File: src/rtl/video_timing_pkg.sv
// rtl/video_timing_pkg.sv - shared H/V timing state encodings and 1080p60 default constants
package video_timing_pkg;

    typedef enum logic [1:0] {
        AX_ACT   = 2'd0,
        AX_FRONT = 2'd1,
        AX_SYNC  = 2'd2,
        AX_BACK  = 2'd3
    } axis_state_t;

    // Horizontal and vertical axes walk the same four-phase sequence.
    typedef axis_state_t h_state_t;
    typedef axis_state_t v_state_t;

    localparam int DEF_BUS_WIDTH = 12;
    localparam int DEF_H_ACTIVE  = 1920;
    localparam int DEF_H_FP      = 88;
    localparam int DEF_H_SYNC    = 44;
    localparam int DEF_H_BP      = 148;
    localparam int DEF_V_ACTIVE  = 1080;
    localparam int DEF_V_FP      = 4;
    localparam int DEF_V_SYNC    = 5;
    localparam int DEF_V_BP      = 36;

endpackage

File: src/rtl/timing_axis.sv
// rtl/timing_axis.sv - one timing axis: position counter plus active/front/sync/back FSM
module timing_axis
    import video_timing_pkg::*;
#(
    parameter int W      = DEF_BUS_WIDTH,
    parameter int ACTIVE = DEF_H_ACTIVE,
    parameter int FP     = DEF_H_FP,
    parameter int SYNC   = DEF_H_SYNC,
    parameter int BP     = DEF_H_BP
) (
    input  logic         clock,
    input  logic         reset,
    input  logic         advance,
    output logic [W-1:0] count,
    output axis_state_t  state_next,
    output logic         wrap
);

    localparam int TOTAL = ACTIVE + FP + SYNC + BP;

    // Last position of each phase; the FSM moves on when the count leaves it.
    localparam logic [W-1:0] END_ACT  = W'(ACTIVE - 1);
    localparam logic [W-1:0] END_FP   = W'(ACTIVE + FP - 1);
    localparam logic [W-1:0] END_SYNC = W'(ACTIVE + FP + SYNC - 1);
    localparam logic [W-1:0] LAST     = W'(TOTAL - 1);
    localparam logic [W-1:0] ONE      = W'(1);

    axis_state_t  state;
    logic [W-1:0] count_next;

    always_ff @(posedge clock) begin
        if (reset) begin
            count <= LAST;
            state <= AX_BACK;
        end else begin
            count <= count_next;
            state <= state_next;
        end
    end

    always_comb begin
        count_next = count;
        state_next = state;
        wrap       = 1'b0;
        if (advance) begin
            if (count == LAST) begin
                count_next = '0;
                state_next = AX_ACT;
                wrap       = 1'b1;
            end else begin
                count_next = count + ONE;
                if (count == END_ACT)
                    state_next = AX_FRONT;
                else if (count == END_FP)
                    state_next = AX_SYNC;
                else if (count == END_SYNC)
                    state_next = AX_BACK;
            end
        end
    end

endmodule

File: src/rtl/video_timing_ctrl.sv
// rtl/video_timing_ctrl.sv - raster timing generator; VTC_FRAME_COUNTER_EN adds a 16-bit frameCount output
module video_timing_ctrl
    import video_timing_pkg::*;
#(
    parameter int busWidth = DEF_BUS_WIDTH,
    parameter int H_ACTIVE = DEF_H_ACTIVE,
    parameter int H_FP     = DEF_H_FP,
    parameter int H_SYNC   = DEF_H_SYNC,
    parameter int H_BP     = DEF_H_BP,
    parameter int V_ACTIVE = DEF_V_ACTIVE,
    parameter int V_FP     = DEF_V_FP,
    parameter int V_SYNC   = DEF_V_SYNC,
    parameter int V_BP     = DEF_V_BP,
    parameter bit H_POL    = 1'b1,
    parameter bit V_POL    = 1'b1
) (
    input  logic                clock,
    input  logic                reset,
    input  logic                enable,
    output logic [busWidth-1:0] hCount,
    output logic [busWidth-1:0] vCount,
    output logic                hSync,
    output logic                vSync,
    output logic                dataEnable,
    output logic                lineStart,
    output logic                frameStart
`ifdef VTC_FRAME_COUNTER_EN
    ,
    output logic [15:0]         frameCount
`endif
);

    h_state_t h_state_next;
    v_state_t v_state_next;
    logic     h_wrap;
    logic     v_wrap;

    timing_axis #(
        .W      (busWidth),
        .ACTIVE (H_ACTIVE),
        .FP     (H_FP),
        .SYNC   (H_SYNC),
        .BP     (H_BP)
    ) u_h_axis (
        .clock      (clock),
        .reset      (reset),
        .advance    (enable),
        .count      (hCount),
        .state_next (h_state_next),
        .wrap       (h_wrap)
    );

    timing_axis #(
        .W      (busWidth),
        .ACTIVE (V_ACTIVE),
        .FP     (V_FP),
        .SYNC   (V_SYNC),
        .BP     (V_BP)
    ) u_v_axis (
        .clock      (clock),
        .reset      (reset),
        .advance    (h_wrap),
        .count      (vCount),
        .state_next (v_state_next),
        .wrap       (v_wrap)
    );

    // Flags are registered from the axes' next state so they land in the
    // same cycle as the counter values they describe.
    always_ff @(posedge clock) begin
        if (reset) begin
            dataEnable <= 1'b0;
            lineStart  <= 1'b0;
            frameStart <= 1'b0;
            hSync      <= ~H_POL;
            vSync      <= ~V_POL;
        end else if (enable) begin
            dataEnable <= (h_state_next == AX_ACT) && (v_state_next == AX_ACT);
            lineStart  <= h_wrap;
            frameStart <= v_wrap;
            hSync      <= (h_state_next == AX_SYNC) ? H_POL : ~H_POL;
            vSync      <= (v_state_next == AX_SYNC) ? V_POL : ~V_POL;
        end
    end

`ifdef VTC_FRAME_COUNTER_EN
    always_ff @(posedge clock) begin
        if (reset)
            frameCount <= 16'd0;
        else if (v_wrap)
            frameCount <= frameCount + 16'd1;
    end
`endif

endmodule

File: config.mk
export PLATFORM = sky130hd
export DESIGN_NAME = video_timing_ctrl
export DESIGN_NICKNAME = d
export VERILOG_FILES = /design/src/rtl/video_timing_pkg.sv /design/src/rtl/timing_axis.sv /design/src/rtl/video_timing_ctrl.sv
export SDC_FILE = /design/constraint.sdc
export NUM_CORES = 1
export LEC_CHECK = 0
export BUFFER_PORTS_ARGS = -buffer_cell sky130_fd_sc_hd__buf_4
export CORE_MARGIN = 5
export CORE_UTILIZATION = 57
export CTS_BUF_LIST = sky130_fd_sc_hd__clkbuf_8
export CTS_CLUSTER_SIZE = 10
export DETAILED_ROUTE_END_ITERATION = 16
export PLACE_DENSITY = 0.87
export RECOVER_POWER = 25
export SETUP_SLACK_MARGIN = 0.3
export SLEW_MARGIN = 0
export SYNTH_ARGS = -nofsm -noshare
export SYNTH_HDL_FRONTEND = slang
export SYNTH_SLANG_ARGS = --single-unit
File: constraint.sdc
create_clock -name clock -period 2.4 [get_ports clock]
set_input_delay 0.36 -clock clock [delete_from_list [all_inputs] [get_ports clock]]
set_output_delay 0.36 -clock clock [all_outputs]
set_load 0.02 [all_outputs]
* Yosys cells after proc, flatten, opt, wreduce, memory -nomap -nowiden *
Cells that the tools add are included.

operators by class
  add/sub/neg operators = 2
  equality and inequality tests = 10
  multiplexer cells = 18
  reduce and logical (&&, ||, !) cells = 3

operators with widths
  operator                 number
  $eq A12 B11 Y1 const B   6
  $add A12 B1 Y12 const B  2
  $eq A12 B12 Y1 const B   2
  $mux W12                 2
  $mux W2                  10
  $mux W1                  6
  $eq A2 B2 Y1 const B     2
  $logic_not A2 Y1         2
  $logic_and A1 B1 Y1      1

word-level totals
  flip-flop bits (word level) = 33
  output and inout bits = 29

* Longest topological paths before layout *
  depth after elaboration = 8
  gate-level depth with buffers = 8
  depth with buffers taken out = 8

* Cells and area by module *
Synthesis repeated with hierarchy kept, for this count alone.

unflattened totals
  cell total of the unflattened synthesis = 193
  area, all modules = 1,781.7 um^2

modules (own cells, without submodules)
  module                   instances  cells an instance  area an instance (um^2)
  timing_axis at u_h_axis  1          87                 792.0
  timing_axis at u_v_axis  1          86                 780.7
  video_timing_ctrl        1          20                 209.0

* Worst setup path before layout *
OpenSTA, ideal clock, no wires.

  kind = reg-to-reg
  start = reg u_h_axis.count[0]
  end = reg u_v_axis.count[5]
  setup time = 0.127 ns
  data arrival time = 2.064 ns
  setup slack = 0.209 ns
  stages on the path, launching flop included = 8
  period minus slack after synthesis = 2.191 ns
  cells stage by stage = dfxtp_1 ha_1 and4_2 nand4_4 nor4_4 nand2_1 and3_1 or3_1

between the ends
  word-level cells in the longest chain between the ends = 3

ends and longest elaborated chain
  item                      RTL line           text
  start: declaration        timing_axis.sv:14  output logic [W-1:0] count,
  start signal: assignment  timing_axis.sv:36  count <= count_next;
  $eq A12 B12 Y1            timing_axis.sv:46  if (count == LAST) begin
  $mux W1                   timing_axis.sv:46
  $mux W1                   timing_axis.sv:45  if (advance) begin
  end signal: assignment    timing_axis.sv:36
  end: declaration          timing_axis.sv:14

No other way between the ends.
A chain may end at the register's enable or synchronous reset.

* Worst setup path after layout *
  start = reg u_h_axis.count[0]
  end = reg u_v_axis.count[10]

The elaborated chain is that of the path after synthesis.

==> impl_metrics.toml <==
[critical_path]
start_kind = "flip-flop"
critPathArrivalTime_ns = 2.22
path_max_fanout = 8
cp.required_ns = 2.55
path_class = "reg -> reg"
endpoint_kind = "flip-flop"

[global_routing]
grt_overflow = 0
grt_use_total_pct = 22.1
antenna_found_initial = 0
grt_max_degree = 19
grt_pass1_vias = 1536
grt_pass1_wl_microns = 7330

[final_layout]
syn_to_final_growth_pct = 19.2
layoutNonFillerInstCount = 276
drive_gt1_share_pct = 23.0
seq_area_sq_um = 661
num-nets-final = 249
fillerInstances = 237
diodes = 0
multi_input_area_sq_um = 981

[power_and_ir_drop]
sw_frac_of_total_pct = 34.6
sequentialPowerShare_pct = 40.2
leakage_uw = 0.000820
power_density_mw_per_mm2 = 819
p_clk_share_pct = 27.4
internal-power_uw = 1130
combPwrFrac_pct = 32.4
p_sw_uw = 598
ir_worst_vdd_uv = 567

[clocking]
htreeDepth = 2
clk_path_buf_depth = 2
cts_tree = "yes"
cts_hold_buf = 0
cts_buffers = 5
clk_pin_slew_worst_paths_ns = 0.07
cts-root-buf = "clkbuf_8"
clock-sinks = 33
clock_latency_ns = 0.29

[timing]
finalSetupViolations = 0
worst_slew_pin_slew_ns = 0.500
fin_crit_ns = 2.07
fmax_mhz = 482
finalSetupTns_ns = 0
rsz0062_at_grt = "no"
hold_viol = 0
holdWs_ns = 0.370
slew_violations = 0
finalClockSkew_ns = 0.00792
fin_crit_sh_pct = 86.4
relSlewSlack_pct = 66.4

[route]
dr.pass1.iters = 4
vias_per_cell = 6.00
avgRoutedWirePerCell_microns = 16.1
drt-initial-drc-count = 110
dr_total_vias = 1656
wirelength_microns = 4450
drc = 0
postRouteAntennaNets = 0

[yosys]
syn_avg_cell_area_sq_um = 8.88
syn_area_sq_mm = 0.00177
synth-xor-area-share_pct = 7.93
synth-seq-cells = 33
synth_edf_count = 0
synth-compound-area-share_pct = 12.9
synth_mux_area_share_pct = 0
synth-adder-area-share_pct = 2.83
yosys.cell_types.count = 41
synth_warnings = 0
yosys_most_used_dff = "dfxtp_1"
synthSimpleGateAreaFrac_pct = 30.7
synthCells = 199
yosysSeqAreaShare_pct = 37.4
synth_top_family_by_area = "simple AND/OR/NAND/NOR gates"
synth_nets = 206
async_reset_ff_share_pct = 0

[place]
gp_congestion = 0.855
post-dp-hpwl_microns = 2800
portBuffers = 31
placedCellCount = 256

[floorplanning]
rows = 20
die-area_sq_mm = 0.00432
initial_core_util_pct = 58.9
pin_count = 32
coreArea_sq_mm = 0.00300
die_y_microns = 65.7
die_x_microns = 65.7

[worst_hold_path]
hp-class = "in -> reg"

[flow_run]
max-cap-violations = 0

[outcome]
status = "completed"
[logic make-up (layout without fill, tap and decap cells)]
logic type,after synthesis,count (layout)
adder cells (fa/ha/maj),4,4
flip-flops,33,33
buffers and inverters,18,62
AND/OR/NAND/NOR,92,92
AO/OA/AOI/OAI,36,36
XOR/XNOR,16,16
[sequential cells by signal (all words and copies together), names as in the netlist]
register / flops
vSync: 1
frameStart: 1
hSync: 1
u_h_axis.state: 2
lineStart: 1
u_v_axis.state: 2
u_v_axis.count: 12
dataEnable: 1
u_h_axis.count: 12
[cell type report]
type | instances | share of cell area (%)
multi-input cells | 148 | 46.6
flip-flops and latches | 33 | 31.4
repair buffers | 45 | 13.7
clock buffers | 7 | 4.57
well taps | 33 | 1.96
inverters | 9 | 1.60
clock inverters | 1 | 0.238
[worst max-delay path: stages (launching register included)]
cell and delay (ns):
dfxtp_1 0.42, ha_2 0.25, and4_4 0.27, and4_4 0.30
nand4_1 0.28, o211ai_1 0.26, o311ai_0 0.15
[through the flow]
stage	util, %	power [uW]	setup WS (ns)	cell area [sq um]
6_report	70.2	1730	0.326	2110
5_1_grt	70.2	1810	0.232	2110
2_1_floorplan	-	1050	0.331	1770
4_1_cts	69.9	1680	0.328	2100
3_3_place_gp	64.8	1160	0.239	1950
3_5_place_dp	64.8	1160	0.218	1950
[path summary, 6_finish.rpt]
path	startpoint	to	slack, ns	cells past startpoint
worst min register to register	frameStart	frameStart	0.47	2
worst max register to register	u_h_axis.count[0]	u_v_axis.count[10]	0.33	6
worst max-delay path	u_h_axis.count[0]	u_v_axis.count[10]	0.33	6
worst min-delay path	enable	dataEnable	0.37	2
[metal layers]
metal	GRT usage (%)	part of all wire, %	vias up
met1	28.9	42	762
met3	5.98	8.4	17
li1	-	-	797
met2	33.2	46	80
met5	0	0	-
met4	10.6	2.9	0
[Yosys cell counts (3+ instances only)]
library cell | instances | area share (%)
a21oi_1 | 10 | 2.8
a31oi_1 | 4 | 1.4
and3_1 | 4 | 1.4
and4_2 | 3 | 1.7
clkbuf_1 | 4 | 0.85
dfxtp_1 | 33 | 37
ha_1 | 4 | 2.8
inv_1 | 9 | 1.9
nand2_1 | 24 | 5.1
nand2b_1 | 3 | 1.1
nand3_1 | 3 | 0.85
nand4_1 | 7 | 2.5
nor2_1 | 21 | 4.5
nor3_1 | 9 | 2.5
o21ai_0 | 9 | 2.5
o32ai_1 | 3 | 1.5
xnor2_1 | 7 | 3.5
xor2_1 | 9 | 4.5
[cell usage in the layout (no fill, tap or decap), types with 4 or more instances in the layout]
cell	count
dfxtp_1	33
buf_4	32
nand2_1	23
nor2_1	20
clkbuf_1	13
a21oi_1	10
inv_1	9
xor2_1	9
o21ai_0	8
nor3_1	8
nand4_1	7
xnor2_1	7
clkbuf_8	7
and3_1	4
a31oi_1	4
[power groups by stage]
stage / combinational [uW] / clock (uW) / sequential, uW
3_5_place_dp: 464 / 0 / 701
2_1_floorplan: 328 / 0 / 725
6_report: 559 / 472 / 694
3_3_place_gp: 457 / 0 / 699
4_1_cts: 511 / 476 / 691
5_1_grt: 600 / 512 / 702
[repair_timing]
action | 4_1_cts | 5_1_grt
gates resized for setup | 3 | 6
setup endpoints to repair | 5 | 8
pin swaps | 3 | 3
buffers inserted | 6 | 6
Power figures use the tool's default switching activity.
